`config.mk`:
```
export PLATFORM = sky130hd
export DESIGN_NAME = lcd_hex_panel_flat
export DESIGN_NICKNAME = d
export VERILOG_FILES = /design/src/rtl/lcd_hex_panel_if.sv /design/src/rtl/lcd_hex_panel.sv /design/src/flat_wrapper.sv
export SDC_FILE = /design/constraint.sdc
export NUM_CORES = 1
export LEC_CHECK = 0
export ABC_AREA = 1
export CORE_AREA = 2 2 205 207
export DETAILED_ROUTE_END_ITERATION = 10
export DIE_AREA = 0 0 207 209
export PLACE_DENSITY = 0.68
export REMOVE_ABC_BUFFERS = 1
export SLEW_MARGIN = 40
export SYNTH_ARGS = -nofsm -noshare
export SYNTH_HDL_FRONTEND = slang
export SYNTH_SLANG_ARGS = --single-unit
```
`constraint.sdc`:
```
create_clock -name clk -period 5.7 [get_ports clk]
set_input_delay 0.57 -clock clk [delete_from_list [all_inputs] [get_ports clk]]
set_output_delay 0.57 -clock clk [all_outputs]
set_load 0.005 [all_outputs]
```
`src/rtl/lcd_hex_panel_if.sv`:
```
// Bus bundle between the debug panel driver and its host/LCD sides.
// The panel uses the slave modport; the host (board top or bench) uses master.
interface lcd_hex_panel_if #(
    parameter int unsigned NPAGES = 4
);
    localparam int unsigned SEL_W = (NPAGES > 1) ? $clog2(NPAGES) : 1;

    logic [NPAGES*128-1:0] data_in;
    logic [SEL_W-1:0]      page_sel;
    logic                  refresh;
    logic                  busy;
    logic                  ready;
    logic                  done;
    logic                  lcd_rs;
    logic                  lcd_rw;
    logic                  lcd_e;
    logic [3:0]            lcd_d;

    modport master (
        output data_in, page_sel, refresh,
        input  busy, ready, done, lcd_rs, lcd_rw, lcd_e, lcd_d
    );

    modport slave (
        input  data_in, page_sel, refresh,
        output busy, ready, done, lcd_rs, lcd_rw, lcd_e, lcd_d
    );
endinterface

```
`src/rtl/lcd_hex_panel.sv`:
```
// HD44780 16x2 driver (4-bit bus): power-on init, then renders a 128-bit page as 32 hex chars.
// Optional LCD_ZERO_BLANK_EN: leading zeros of each 32-bit word are shown as spaces.
module lcd_hex_panel #(
    parameter int unsigned NPAGES   = 4,
    parameter int unsigned T_PWRUP  = 750000,
    parameter int unsigned T_E      = 12,
    parameter int unsigned T_CMD    = 2000,
    parameter int unsigned T_CLR    = 250000,
    parameter int unsigned AUTO_REF = 0
) (
    input  logic            clk,
    input  logic            reset,
    lcd_hex_panel_if.slave  bus
);
    localparam int unsigned SEL_W = (NPAGES > 1) ? $clog2(NPAGES) : 1;
    localparam int unsigned MAX_A = (T_PWRUP > T_CLR) ? T_PWRUP : T_CLR;
    localparam int unsigned MAX_B = (T_CMD > T_E) ? T_CMD : T_E;
    localparam int unsigned MAX_T = (MAX_A > MAX_B) ? MAX_A : MAX_B;
    localparam int unsigned CNT_W = $clog2(MAX_T + 1);
    localparam int unsigned AR_W  = (AUTO_REF > 1) ? $clog2(AUTO_REF) : 1;

    typedef enum logic [2:0] {
        S_PWRUP, S_LOAD, S_SETUP, S_HIGH, S_HOLD, S_WAIT, S_DONE, S_IDLE
    } state_t;

    state_t           state, state_nx;
    logic [CNT_W-1:0] cnt, cnt_nx, lim;
    logic [5:0]       idx, idx_nx;
    logic [7:0]       byte_q, byte_nx;
    logic [127:0]     snap;
    logic             snap_ld, tick, req, auto_req;
    logic             hi, hi_nx, in_init, in_init_nx, long_w, long_nx;
    logic             item_rs, item_rs_nx, pend, pend_nx;
    logic             ready_q, ready_nx, busy_q, busy_nx, done_q, done_nx;
    logic             rs_q, rs_nx, e_q, e_nx;
    logic [3:0]       d_q, d_nx, cur_nib;
    logic [SEL_W-1:0] pg;
    logic [4:0]       ni;
    logic [3:0]       nib;
    logic             blank;
    logic [7:0]       chr, it_byte;
    logic             it_rs, it_two, it_long;

    assign req     = bus.refresh | auto_req;
    assign pg      = (32'(bus.page_sel) < NPAGES) ? bus.page_sel : '0;
    assign cur_nib = hi ? byte_q[7:4] : byte_q[3:0];

    // Character slot: frame bytes 1..16 and 18..33 map to nibbles 0..31, MSB first
    assign ni  = (idx <= 6'd16) ? 5'(idx - 6'd1) : 5'(idx - 6'd2);
    assign nib = snap[{~ni, 2'b00} +: 4];

`ifdef LCD_ZERO_BLANK_EN
    logic [31:0] word, lead;
    assign word  = snap[{~ni[4:3], 5'b00000} +: 32];
    assign lead  = word >> {~ni[2:0], 2'b00};
    assign blank = (lead == 32'd0) && (ni[2:0] != 3'd7);
`else
    assign blank = 1'b0;
`endif

    assign chr = blank ? 8'h20 : (nib < 4'd10) ? {4'h3, nib} : 8'(nib) + 8'h37;

    // Item decode: which byte/nibble is sent for the current index
    always_comb begin
        it_byte = chr;
        it_rs   = 1'b1;
        it_two  = 1'b1;
        it_long = 1'b0;
        if (in_init) begin
            it_rs = 1'b0;
            if (idx < 6'd4) begin
                it_two  = 1'b0;
                it_long = 1'b1;
                it_byte = (idx == 6'd3) ? 8'h02 : 8'h03;
            end else begin
                case (idx[1:0])
                    2'd0:    it_byte = 8'h28;
                    2'd1:    it_byte = 8'h06;
                    2'd2:    it_byte = 8'h0C;
                    default: begin
                        it_byte = 8'h01;
                        it_long = 1'b1;
                    end
                endcase
            end
        end else if (idx == 6'd0) begin
            it_byte = 8'h80;
            it_rs   = 1'b0;
        end else if (idx == 6'd17) begin
            it_byte = 8'hC0;
            it_rs   = 1'b0;
        end
    end

    always_comb begin
        case (state)
            S_PWRUP:                 lim = CNT_W'(T_PWRUP);
            S_SETUP, S_HIGH, S_HOLD: lim = CNT_W'(T_E);
            S_WAIT:                  lim = long_w ? CNT_W'(T_CLR) : CNT_W'(T_CMD);
            default:                 lim = CNT_W'(1);
        endcase
        tick = (cnt == lim - 1'b1);
    end

    // Next state, datapath and output values
    always_comb begin
        state_nx   = state;
        cnt_nx     = tick ? '0 : cnt + 1'b1;
        idx_nx     = idx;
        byte_nx    = byte_q;
        hi_nx      = hi;
        in_init_nx = in_init;
        long_nx    = long_w;
        item_rs_nx = item_rs;
        pend_nx    = pend;
        ready_nx   = ready_q;
        snap_ld    = 1'b0;
        rs_nx      = rs_q;
        d_nx       = d_q;
        e_nx       = 1'b0;
        busy_nx    = 1'b1;
        done_nx    = 1'b0;
        if (req && state != S_IDLE) pend_nx = 1'b1;
        case (state)
            S_PWRUP: if (tick) begin
                state_nx   = S_LOAD;
                in_init_nx = 1'b1;
                idx_nx     = '0;
            end
            S_LOAD: begin
                byte_nx    = it_byte;
                item_rs_nx = it_rs;
                hi_nx      = it_two;
                long_nx    = it_long;
                state_nx   = S_SETUP;
            end
            S_SETUP: begin
                rs_nx = item_rs;
                d_nx  = cur_nib;
                if (tick) state_nx = S_HIGH;
            end
            S_HIGH: begin
                e_nx = 1'b1;
                if (tick) state_nx = S_HOLD;
            end
            S_HOLD: if (tick) begin
                if (hi) begin
                    hi_nx    = 1'b0;
                    state_nx = S_SETUP;
                end else begin
                    state_nx = S_WAIT;
                end
            end
            S_WAIT: if (tick) begin
                idx_nx = idx + 6'd1;
                if (in_init && idx == 6'd7) begin
                    // init finished: force the first frame through the pending path
                    in_init_nx = 1'b0;
                    ready_nx   = 1'b1;
                    pend_nx    = 1'b1;
                    state_nx   = S_IDLE;
                end else if (!in_init && idx == 6'd33) begin
                    state_nx = S_DONE;
                end else begin
                    state_nx = S_LOAD;
                end
            end
            S_DONE: begin
                done_nx  = 1'b1;
                state_nx = S_IDLE;
            end
            S_IDLE: begin
                busy_nx = 1'b0;
                if (req || pend) begin
                    pend_nx  = 1'b0;
                    snap_ld  = 1'b1;
                    idx_nx   = '0;
                    state_nx = S_LOAD;
                end
            end
            default: state_nx = S_PWRUP;
        endcase
    end

    always_ff @(posedge clk or posedge reset) begin
        if (reset) begin
            state   <= S_PWRUP;
            cnt     <= '0;
            idx     <= '0;
            byte_q  <= '0;
            hi      <= 1'b0;
            in_init <= 1'b0;
            long_w  <= 1'b0;
            item_rs <= 1'b0;
            pend    <= 1'b0;
            snap    <= '0;
            ready_q <= 1'b0;
            busy_q  <= 1'b1;
            done_q  <= 1'b0;
            rs_q    <= 1'b0;
            e_q     <= 1'b0;
            d_q     <= '0;
        end else begin
            state   <= state_nx;
            cnt     <= cnt_nx;
            idx     <= idx_nx;
            byte_q  <= byte_nx;
            hi      <= hi_nx;
            in_init <= in_init_nx;
            long_w  <= long_nx;
            item_rs <= item_rs_nx;
            pend    <= pend_nx;
            if (snap_ld) snap <= bus.data_in[32'(pg)*128 +: 128];
            ready_q <= ready_nx;
            busy_q  <= busy_nx;
            done_q  <= done_nx;
            rs_q    <= rs_nx;
            e_q     <= e_nx;
            d_q     <= d_nx;
        end
    end

    // Periodic refresh request once the display is ready
    generate
        if (AUTO_REF > 0) begin : g_auto
            logic [AR_W-1:0] ar_cnt;
            logic            ar_req;
            always_ff @(posedge clk or posedge reset) begin
                if (reset) begin
                    ar_cnt <= '0;
                    ar_req <= 1'b0;
                end else if (ready_q) begin
                    if (ar_cnt == AR_W'(AUTO_REF - 1)) begin
                        ar_cnt <= '0;
                        ar_req <= 1'b1;
                    end else begin
                        ar_cnt <= ar_cnt + 1'b1;
                        ar_req <= 1'b0;
                    end
                end
            end
            assign auto_req = ar_req;
        end else begin : g_no_auto
            assign auto_req = 1'b0;
        end
    endgenerate

    assign bus.busy   = busy_q;
    assign bus.ready  = ready_q;
    assign bus.done   = done_q;
    assign bus.lcd_rs = rs_q;
    assign bus.lcd_rw = 1'b0;
    assign bus.lcd_e  = e_q;
    assign bus.lcd_d  = d_q;
endmodule
```
`src/flat_wrapper.sv`:
```
// flat-port wrapper written by rule: the top's interface ports become plain ports
module lcd_hex_panel_flat 
#(
    parameter int unsigned NPAGES   = 4,
    parameter int unsigned T_PWRUP  = 750000,
    parameter int unsigned T_E      = 12,
    parameter int unsigned T_CMD    = 2000,
    parameter int unsigned T_CLR    = 250000,
    parameter int unsigned AUTO_REF = 0
)
  (clk, reset, bus_data_in, bus_page_sel, bus_refresh, bus_busy, bus_ready, bus_done, bus_lcd_rs, bus_lcd_rw, bus_lcd_e, bus_lcd_d);
  lcd_hex_panel_if #(.NPAGES(NPAGES)) bus_i ();
  input  logic clk;
  input  logic reset;
  input wire logic [$bits(bus_i.data_in)-1:0] bus_data_in;
  input wire logic [$bits(bus_i.page_sel)-1:0] bus_page_sel;
  input wire logic [$bits(bus_i.refresh)-1:0] bus_refresh;
  output wire logic [$bits(bus_i.busy)-1:0] bus_busy;
  output wire logic [$bits(bus_i.ready)-1:0] bus_ready;
  output wire logic [$bits(bus_i.done)-1:0] bus_done;
  output wire logic [$bits(bus_i.lcd_rs)-1:0] bus_lcd_rs;
  output wire logic [$bits(bus_i.lcd_rw)-1:0] bus_lcd_rw;
  output wire logic [$bits(bus_i.lcd_e)-1:0] bus_lcd_e;
  output wire logic [$bits(bus_i.lcd_d)-1:0] bus_lcd_d;
  assign bus_i.data_in = bus_data_in;
  assign bus_i.page_sel = bus_page_sel;
  assign bus_i.refresh = bus_refresh;
  assign bus_busy = bus_i.busy;
  assign bus_ready = bus_i.ready;
  assign bus_done = bus_i.done;
  assign bus_lcd_rs = bus_i.lcd_rs;
  assign bus_lcd_rw = bus_i.lcd_rw;
  assign bus_lcd_e = bus_i.lcd_e;
  assign bus_lcd_d = bus_i.lcd_d;
  lcd_hex_panel #(.NPAGES(NPAGES), .T_PWRUP(T_PWRUP), .T_E(T_E), .T_CMD(T_CMD), .T_CLR(T_CLR), .AUTO_REF(AUTO_REF)) u_core (.clk(clk), .reset(reset), .bus(bus_i));
endmodule
```
Word level (Yosys, flattened, before mapping)
Cells that the tools add are included.

Register bits: 179. Input port bits: 517. Output and inout bits: 10. Word-level logic and storage cells: 118.

Add/subtract/negate cells: 6. $lt $le $gt $ge: 3. Equal/unequal tests: 22. Shift operators: 2. Multiplexer cells: 50. Bitwise operators: 1. Reductions and logical operators: 18.

Operators by type and width (number): $shiftx A512 B10 Y128 (1); $shiftx A128 B8 Y4 (1); $pmux W20 S3 (1); $mux W8 (5); $pmux W6 S3 (2); $mux W3 (9); $pmux W3 S8 (1); $mux W1 (22); $add A20 B1 Y20 const B (1); $eq A20 B20 Y1 (1); $mux W20 (1); $sub A20 B1 Y20 const B (1); $mux W18 (1); $mux W6 (3); $ne A2 B1 Y1 const B (7); $eq A3 B3 Y1 const B (4); $reduce_and A4 Y1 (2); $add A4 B6 Y7 const B (1); $add A6 B1 Y6 const B (1); $eq A3 B2 Y1 const B (2); $eq A6 B2 Y1 const B (1); $eq A6 B3 Y1 const B (1); $eq A6 B5 Y1 const B (1); $eq A6 B6 Y1 const B (1); other kinds (25) (31).

Longest topological paths before layout
Gate-level depths: netlist of the first run.

Word-level depth: 9. Depth in mapped cells: 23. Depth with buffers taken out: 23.

Worst setup path before layout of the first run
OpenSTA, ideal clock, no wires.

Path kind: reg-to-reg. Start: reg u_core.idx[1]. End: reg u_core.byte_q[6]. Library setup time: 0.138 ns. Arrival: 2.581 ns. Data required time: 5.562 ns. Slack: 2.981 ns. Stages on the path, launching flop included: 23. Path buffers: 2. Clock period less this slack: 2.719 ns. Path through: dfrtp_1 inv_1 ha_1 inv_1 nor2_2 nand2_4 nand3_2 nand2_4 buf_6 buf_4 o211ai_1 nand3_1 nand3_1 nand2_1 nand2_1 nand2_1 inv_1 ha_1 nand2_1 nand3_1 nand2_1 nand2_1 o21ai_0.

Cells in the longest elaborated chain, start to end: 9. Elaborated cells between the ends (all ways): 14. Classes of those cells: add/sub (3); order compare (2); eq/ne (1); shift (1); mux (5); bitwise (1); reduce/logical (1).

Ends and longest elaborated chain: from (decl) (line lcd_hex_panel.sv:28) `logic [5:0] idx, idx_nx;`; from (signal assigned) (line lcd_hex_panel.sv:206) `idx <= idx_nx;`; $sub A5 B2 Y5, or another cell as far along (line lcd_hex_panel.sv:49) `assign ni = (idx <= 6'd16) ? 5'(idx - 6'd1) : 5'(idx - 6'd2);`; $mux W5 (line lcd_hex_panel.sv:49); $not A5 Y5 (line lcd_hex_panel.sv:50) `assign nib = snap[{~ni, 2'b00} +: 4];`; $shiftx A128 B8 Y4 (line lcd_hex_panel.sv:50); $add A4 B6 Y7 / $lt A4 B4 Y1 (equally long branches) (line lcd_hex_panel.sv:61) `assign chr = blank ? 8'h20 : (nib < 4'd10) ? {4'h3, nib} : 8'(nib) + 8'h37;`; $mux W8 (line lcd_hex_panel.sv:61); $mux W8 (line lcd_hex_panel.sv:89) `end else if (idx == 6'd17) begin`; $mux W8 (*) (line lcd_hex_panel.sv:86) `end else if (idx == 6'd0) begin`; $mux W8 (*) (line lcd_hex_panel.sv:69) `if (in_init) begin`; to (signal assigned) (line lcd_hex_panel.sv:207) `byte_q <= byte_nx;`; to (decl) (line lcd_hex_panel.sv:29) `logic [7:0] byte_q, byte_nx;`.

Mark *: on every way between the ends. The rest lies on a longest branch, timed or not. A chain may end at the register's enable or synchronous reset.

Final worst setup path of the first run
Start: reg u_core.idx[0]. End: reg u_core.byte_q[6].

The elaborated chain is that of the path after synthesis.

==> impl_metrics.env, run 1 <==
export IMPL_slew_headroom=0.446
export IMPL_drive_gt1_frac=0.0348
export IMPL_min_period_ns=3.86
export IMPL_crit_required_ns=6.04
export IMPL_synth_warnings=0
export IMPL_synth_seq_cells=179
export IMPL_slew_viol_final=0
export IMPL_clockRootBuffer="clkbuf_16"
export IMPL_vias=15100
export IMPL_diodes=0
export IMPL_die_y_um=209
export IMPL_setup_violations=0
export IMPL_finalHoldViolCount=0
export IMPL_cp_start_kind="flop"
export IMPL_critPathTopFamily="simple AND/OR/NAND/NOR gates"
export IMPL_synth_top_family_by_area="simple AND/OR/NAND/NOR gates"
export IMPL_cpMaxStageDelayCell="nand2_8"
export IMPL_period_share=0.677
export IMPL_fin_util=0.459
export IMPL_dieArea_mm2=0.0433
export IMPL_grt_overflow=0
export IMPL_cts_sinks=179
export IMPL_synthAdderAreaFrac=0.00882
export IMPL_crit_chain="inv_1 -> ha_1 -> inv_1 -> nor2_2 -> nand2_4 -> nand3_4 -> nand2_8 -> inv_2 -> nand2_1 -> nand3_1 -> nand3_1 -> nand3_1 -> nand2_1 -> nand2_1 -> nand2_1 -> inv_1 -> ha_1 -> nand2_1 -> nand3_1 -> nand2_1 -> nand2_1 -> o21ai_0"
export IMPL_synth_xor_area_frac=0.0103
export IMPL_crit_top_cell="nand2_1"
export IMPL_setup_tns_ns=0
export IMPL_dr_pass1_iters=5
export IMPL_hold_buffers=0
export IMPL_hpwl_um=38800
export IMPL_max_freq_ghz=0.259
export IMPL_numCtsBuffers=17
export IMPL_p_leak_nw=7.83
export IMPL_place_area_mm2=0.0183
export IMPL_antenna_found_initial=0
export IMPL_ys_types=45
export IMPL_final_common_cell="clkdlybuf4s50_1"
export IMPL_stdcell_count=2927
export IMPL_layout_nets=2901
export IMPL_routedWlPerCell_um=17.6
export IMPL_detail_route_antenna_nets=0
export IMPL_holdWs_ns=0.478
export IMPL_port_buffer_count=525
export IMPL_cts_tree="built"
export IMPL_postCtsSetupBuffers=0
export IMPL_drc=0
export IMPL_critical_path_class="flop to flop"
export IMPL_postLayoutCellArea_mm2=0.0189
export IMPL_path_max_fanout=80
export IMPL_path_clk_slew_ns=0.07
export IMPL_clock_latency_ns=0.45
export IMPL_synth_compound_area_frac=0.250
export IMPL_maxCapViolCount=0
export IMPL_pre_cts_slack_ns=1.23
export IMPL_tightest_slew_ns=0.831
export IMPL_layout_setup_ws_ns=1.84
export IMPL_grt_pass1_vias=14700
export IMPL_hp_class="flop to flop"
export IMPL_gp_congestion=0.882
export IMPL_drt_iter0_drc=1109
export IMPL_path_depth=22
export IMPL_cp_buffers_inverters=4
export IMPL_crit_arrival_ns=4.20
export IMPL_cts_resized=0
export IMPL_r2r_cells=22
export IMPL_critPathMaxStageDelay_ns=0.58
export IMPL_ios=527
export IMPL_postSynthCellCount=1961
export IMPL_power_density_mw_per_mm2=180
export IMPL_min_path_cells=2
export IMPL_dp_cells=2893
export IMPL_rsz0062_at_grt="false"
export IMPL_routed_via_density=5.16
export IMPL_synthMuxAreaShare=0
export IMPL_synth_area_mm2=0.0128
export IMPL_clk_path_buf_depth=2
export IMPL_synth_seq_area_share=0.351
export IMPL_power_mw=3.42
export IMPL_ff2ff_setup_slack_ns=1.84
export IMPL_cts_htree_levels=4
export IMPL_grt_usage=0.230
export IMPL_status="finished, final reports clean"
export IMPL_core_mm2=0.0413
export IMPL_skew_ns=0.0255
export IMPL_die_width_um=207
export IMPL_peakVddDrop_mv=0.201
export IMPL_synth_simple_area_share=0.276
export IMPL_worstSetupEndpointType="flop"
export IMPL_grt_max_degree=197
export IMPL_num_rows=75
export IMPL_grt_pass1_wl_um=80200
export IMPL_syn_to_final_growth_pct=48.3
export IMPL_drt_wl_total_um=51400
export IMPL_start_util=0.309
export IMPL_final_cell_mix="523 x clkdlybuf4s50_1, 407 x o21ai_0, 336 x nor2_1"
export IMPL_syn_avg_cell_area_um2=6.51
==> state kept, by name, indices dropped and copies added, names as in the netlist, 3 cells and up <==
| register | flops |
|---|---|
| u_core.bus.lcd_d | 4 |
| u_core.snap | 128 |
| u_core.byte_q | 8 |
| u_core.idx | 6 |
| u_core.state | 3 |
| u_core.cnt | 20 |
==> area by class of cell <==
type / count / area, µm²
clock buffers: 18 / 429
clock inverters: 14 / 185
fillers: 4184 / 22400
inverters: 189 / 729
multi-input cells: 1452 / 7010
flip-flops and latches: 179 / 4480
well taps: 539 / 674
repair buffers: 536 / 5430
==> Yosys cell counts (all sizes together) <==
library cell    n  area, µm²
conb            1       3.75
o32ai           1       8.76
o22ai         114        713
nor3b           2       15.0
a211oi          1       7.51
dfrtp         178       4450
a21boi          2       15.0
clkinv          1       3.75
a31o            2       17.5
o21ai         414       2100
nor4            2       12.5
or2             4       25.0
inv           188        706
clkbuf        109        409
nand3         174        881
o2111ai         1       8.76
a22o            1       8.76
nor2          341       1300
a31oi          17        106
nand2         294       1160
xnor2           3       26.3
a21oi          13       65.1
xor2           12        105
o211ai         15        113
buf            32        195
dfstp           1       26.3
nand4           8       50.1
ha              9        113
nand3b          1       7.51
a22oi           1       7.51
nor3           15       75.1
o31ai           4       30.0
==> cell families after synthesis <==
logic type / Yosys count
other: 1
DFF: 179
xor gates and xnor gates: 15
AOI/OAI and AO/OA: 586
and+or+nand+nor: 841
adders and majority gates: 9
buffers and inverters: 330
==> worst paths after layout <==
kind	end	start
worst max-delay path	u_core.byte_q[6]	u_core.idx[0]
worst min-delay path	u_core.bus.ready	u_core.bus.ready
worst max register to register	u_core.byte_q[6]	u_core.idx[0]
worst min register to register	u_core.bus.ready	u_core.bus.ready
max in group asynchronous	u_core.snap[107]	reset
min in group asynchronous	u_core.snap[112]	reset
==> layer usage <==
layer  global-route usage  vias to the layer above  share of wire
li1                     -                     7380              -
met3               0.0343                       50          0.053
met1                0.298                     7116           0.44
met5                    0                        -              0
met4               0.0441                        0          0.014
met2                0.407                      547           0.49
==> report_power, final <==
| group | switching, mW | leakage [nW] | internal [mW] | total, mW |
|---|---|---|---|---|
| sequential | 0.0296 | 2.19 | 1.35 | 1.38 |
| clock | 0.604 | 0.294 | 0.598 | 1.20 |
| combinational | 0.375 | 5.34 | 0.456 | 0.831 |
| total | 1.01 | 7.83 | 2.41 | 3.42 |
==> tightest hold or removal path: stages (launching register included) <==
cell     delay, ns
dfrtp_1       0.36
inv_1         0.04
nand2_1       0.05
(Power assumes the default switching activity.)
==> run 2: changes to the inputs <==
clock period = 3.2 ns   (was 5.7 ns; I/O delays follow)
==> impl_metrics.env, run 2 (synthesis gave the netlist of run 1 again) <==
export IMPL_status="finished, final reports clean"
export IMPL_worstSetupEndpointType="flop"
export IMPL_port_buffer_count=525
export IMPL_holdWs_ns=0.367
export IMPL_skew_ns=0.0143
export IMPL_gp_congestion=0.887
export IMPL_grt_pass1_vias=14700
export IMPL_numCtsBuffers=17
export IMPL_top_register="u_core.snap"
export IMPL_vias=15300
export IMPL_r2r_start="u_core.idx[0]"
export IMPL_critical_path_class="flop to flop"
export IMPL_hpwl_um=40200
export IMPL_max_freq_ghz=0.338
export IMPL_crit_required_ns=3.57
export IMPL_r2r_end="u_core.byte_q[2]"
export IMPL_ios=527
export IMPL_worstSetupStartpoint="u_core.idx[0]"
export IMPL_grt_max_degree=129
export IMPL_clockRootBuffer="clkbuf_16"
export IMPL_drt_iter0_drc=1255
export IMPL_power_mw=6.08
export IMPL_grt_pass1_wl_um=81300
export IMPL_min_period_ns=2.96
export IMPL_hp_class="primary input to asynchronous set/reset pin"
export IMPL_final_common_cell="clkdlybuf4s50_1"
export IMPL_crit_arrival_ns=3.33
export IMPL_critPathTopFamily="simple AND/OR/NAND/NOR gates"
export IMPL_final_cell_mix="523 x clkdlybuf4s50_1, 407 x o21ai_0, 336 x nor2_1"
export IMPL_grt_usage=0.235
export IMPL_crit_end="u_core.byte_q[2]"
export IMPL_stdcell_count=2963
export IMPL_layout_nets=2934
export IMPL_top_regs="u_core.snap x128, u_core.cnt x20, u_core.byte_q x8"
export IMPL_die_y_um=209
export IMPL_path_depth=18
export IMPL_clk_path_buf_depth=2
export IMPL_slew_headroom=0.535
export IMPL_crit_top_cell="nand3_1"
export IMPL_largest_reg_flops=128
export IMPL_cts_htree_levels=4
export IMPL_cp_start_kind="flop"
export IMPL_hold_buffers=0
export IMPL_num_rows=75
export IMPL_fill_cells=4175
export IMPL_cts_tree="built"
export IMPL_dp_cells=2922
export IMPL_ff2ff_setup_slack_ns=0.24
export IMPL_p_leak_nw=7.99
export IMPL_crit_chain="inv_1 -> ha_1 -> inv_1 -> nor2_2 -> nand2_4 -> nand2_8 -> o21ai_2 -> nand3_1 -> nand3_1 -> nand3_1 -> nand3_1 -> nand2_1 -> ha_1 -> nand2_1 -> nand3_1 -> nand2_1 -> nand2_1 -> a21oi_1"
export IMPL_drc=0
export IMPL_critPathMaxStageDelay_ns=0.56
export IMPL_r2r_cells=18
export IMPL_setup_violations=0
export IMPL_setup_tns_ns=0
export IMPL_rsz0062_at_grt="false"
export IMPL_path_clk_slew_ns=0.08
export IMPL_clock_latency_ns=0.44
export IMPL_period_share=0.926
export IMPL_path_max_fanout=13
export IMPL_dr_pass1_iters=6
export IMPL_syn_to_final_growth_pct=50.3
export IMPL_cts_sinks=179
export IMPL_maxCapViolCount=0
export IMPL_tightest_slew_ns=0.697
export IMPL_grt_overflow=0
export IMPL_finalHoldViolCount=0
export IMPL_routedWlPerCell_um=17.7
export IMPL_cp_buffers_inverters=2
export IMPL_power_density_mw_per_mm2=317
export IMPL_dieArea_mm2=0.0433
export IMPL_slew_viol_final=0
export IMPL_cpMaxStageDelayCell="o21ai_2"
export IMPL_drt_wl_total_um=52600
export IMPL_die_width_um=207
export IMPL_start_util=0.309
export IMPL_routed_via_density=5.17
export IMPL_antenna_found_initial=4
export IMPL_peakVddDrop_mv=0.363
export IMPL_detail_route_antenna_nets=0
export IMPL_core_mm2=0.0413
export IMPL_seqCellArea_mm2=0.00448
export IMPL_drive_gt1_frac=0.0479
export IMPL_multi_input_area_mm2=0.00703
==> run 2: cell count changes in the layout (fill, tap and decap cells not counted), sizes merged <==
cell,delta
nand2,+1
inv,+1
o21ai,+1
buf,+31
clkinv,-1
diode,+3
==> run 2: worst min-delay path by stage <==
stage                                 from                to  slack (ns)  depth (start not counted)
after floorplan           u_core.byte_q[4]  u_core.byte_q[4]        0.45                          2
after global placement    u_core.bus.ready  u_core.bus.ready        0.46                          2
after detailed placement  u_core.bus.ready  u_core.bus.ready        0.46                          2
after CTS                            reset   u_core.snap[65]        0.40                          2
after global routing                 reset  u_core.snap[112]        0.42                          2
final                                reset  u_core.snap[112]        0.37                          2
==> run 2: area by class of cell <==
| class | instances | share of cell area |
|---|---|---|
| Antenna cell | 3 | 0.000391 |
| Inverter | 189 | 0.0379 |
| Multi-Input combinational cell | 1454 | 0.366 |
| Timing Repair Buffer | 567 | 0.296 |
| Clock inverter | 14 | 0.00847 |
| Sequential cell | 179 | 0.233 |
| Tap cell | 539 | 0.0351 |
| Clock buffer | 18 | 0.0224 |
==> run 2: stage by stage <==
stage	cell area (µm²)	util	setup WS, ns
2_1_floorplan	12200	-	-5.38
3_3_place_gp	18500	0.448	0.301
3_5_place_dp	18500	0.448	0.122
4_1_cts	19100	0.462	0.112
5_1_grt	19200	0.465	0.00762
6_report	19200	0.465	0.237
==> run 2: timing repair <==
item	CTS	global route
buffers inserted	0	4
resized for setup	0	6
endpoints found under the setup margin	0	7
==> run 2: worst reg2reg max path: stages (launching register included) <==
cell	delay, ns
dfrtp_1	0.36
inv_1	0.06
ha_1	0.24
inv_1	0.12
nor2_2	0.06
nand2_4	0.12
nand2_8	0.11
o21ai_2	0.56
nand3_1	0.19
nand3_1	0.11
nand3_1	0.09
nand3_1	0.09
nand2_1	0.14
ha_1	0.27
nand2_1	0.07
nand3_1	0.06
nand2_1	0.07
nand2_1	0.05
a21oi_1	0.13
==> run 2: metal layers <==
metal,routed length [µm],share of wire,GRT usage,up-vias
li1,-,-,-,7467
met1,22600,0.43,0.304,7144
met2,25300,0.48,0.400,632
met3,3270,0.062,0.0397,75
met4,1390,0.027,0.0714,2
met5,10,0.00019,0,-
==> run 2: power breakdown <==
part	switching (mW)	total (mW)	internal (mW)
Sequential	0.0530	2.47	2.41
Combinational	0.685	1.51	0.823
Clock	1.06	2.11	1.05
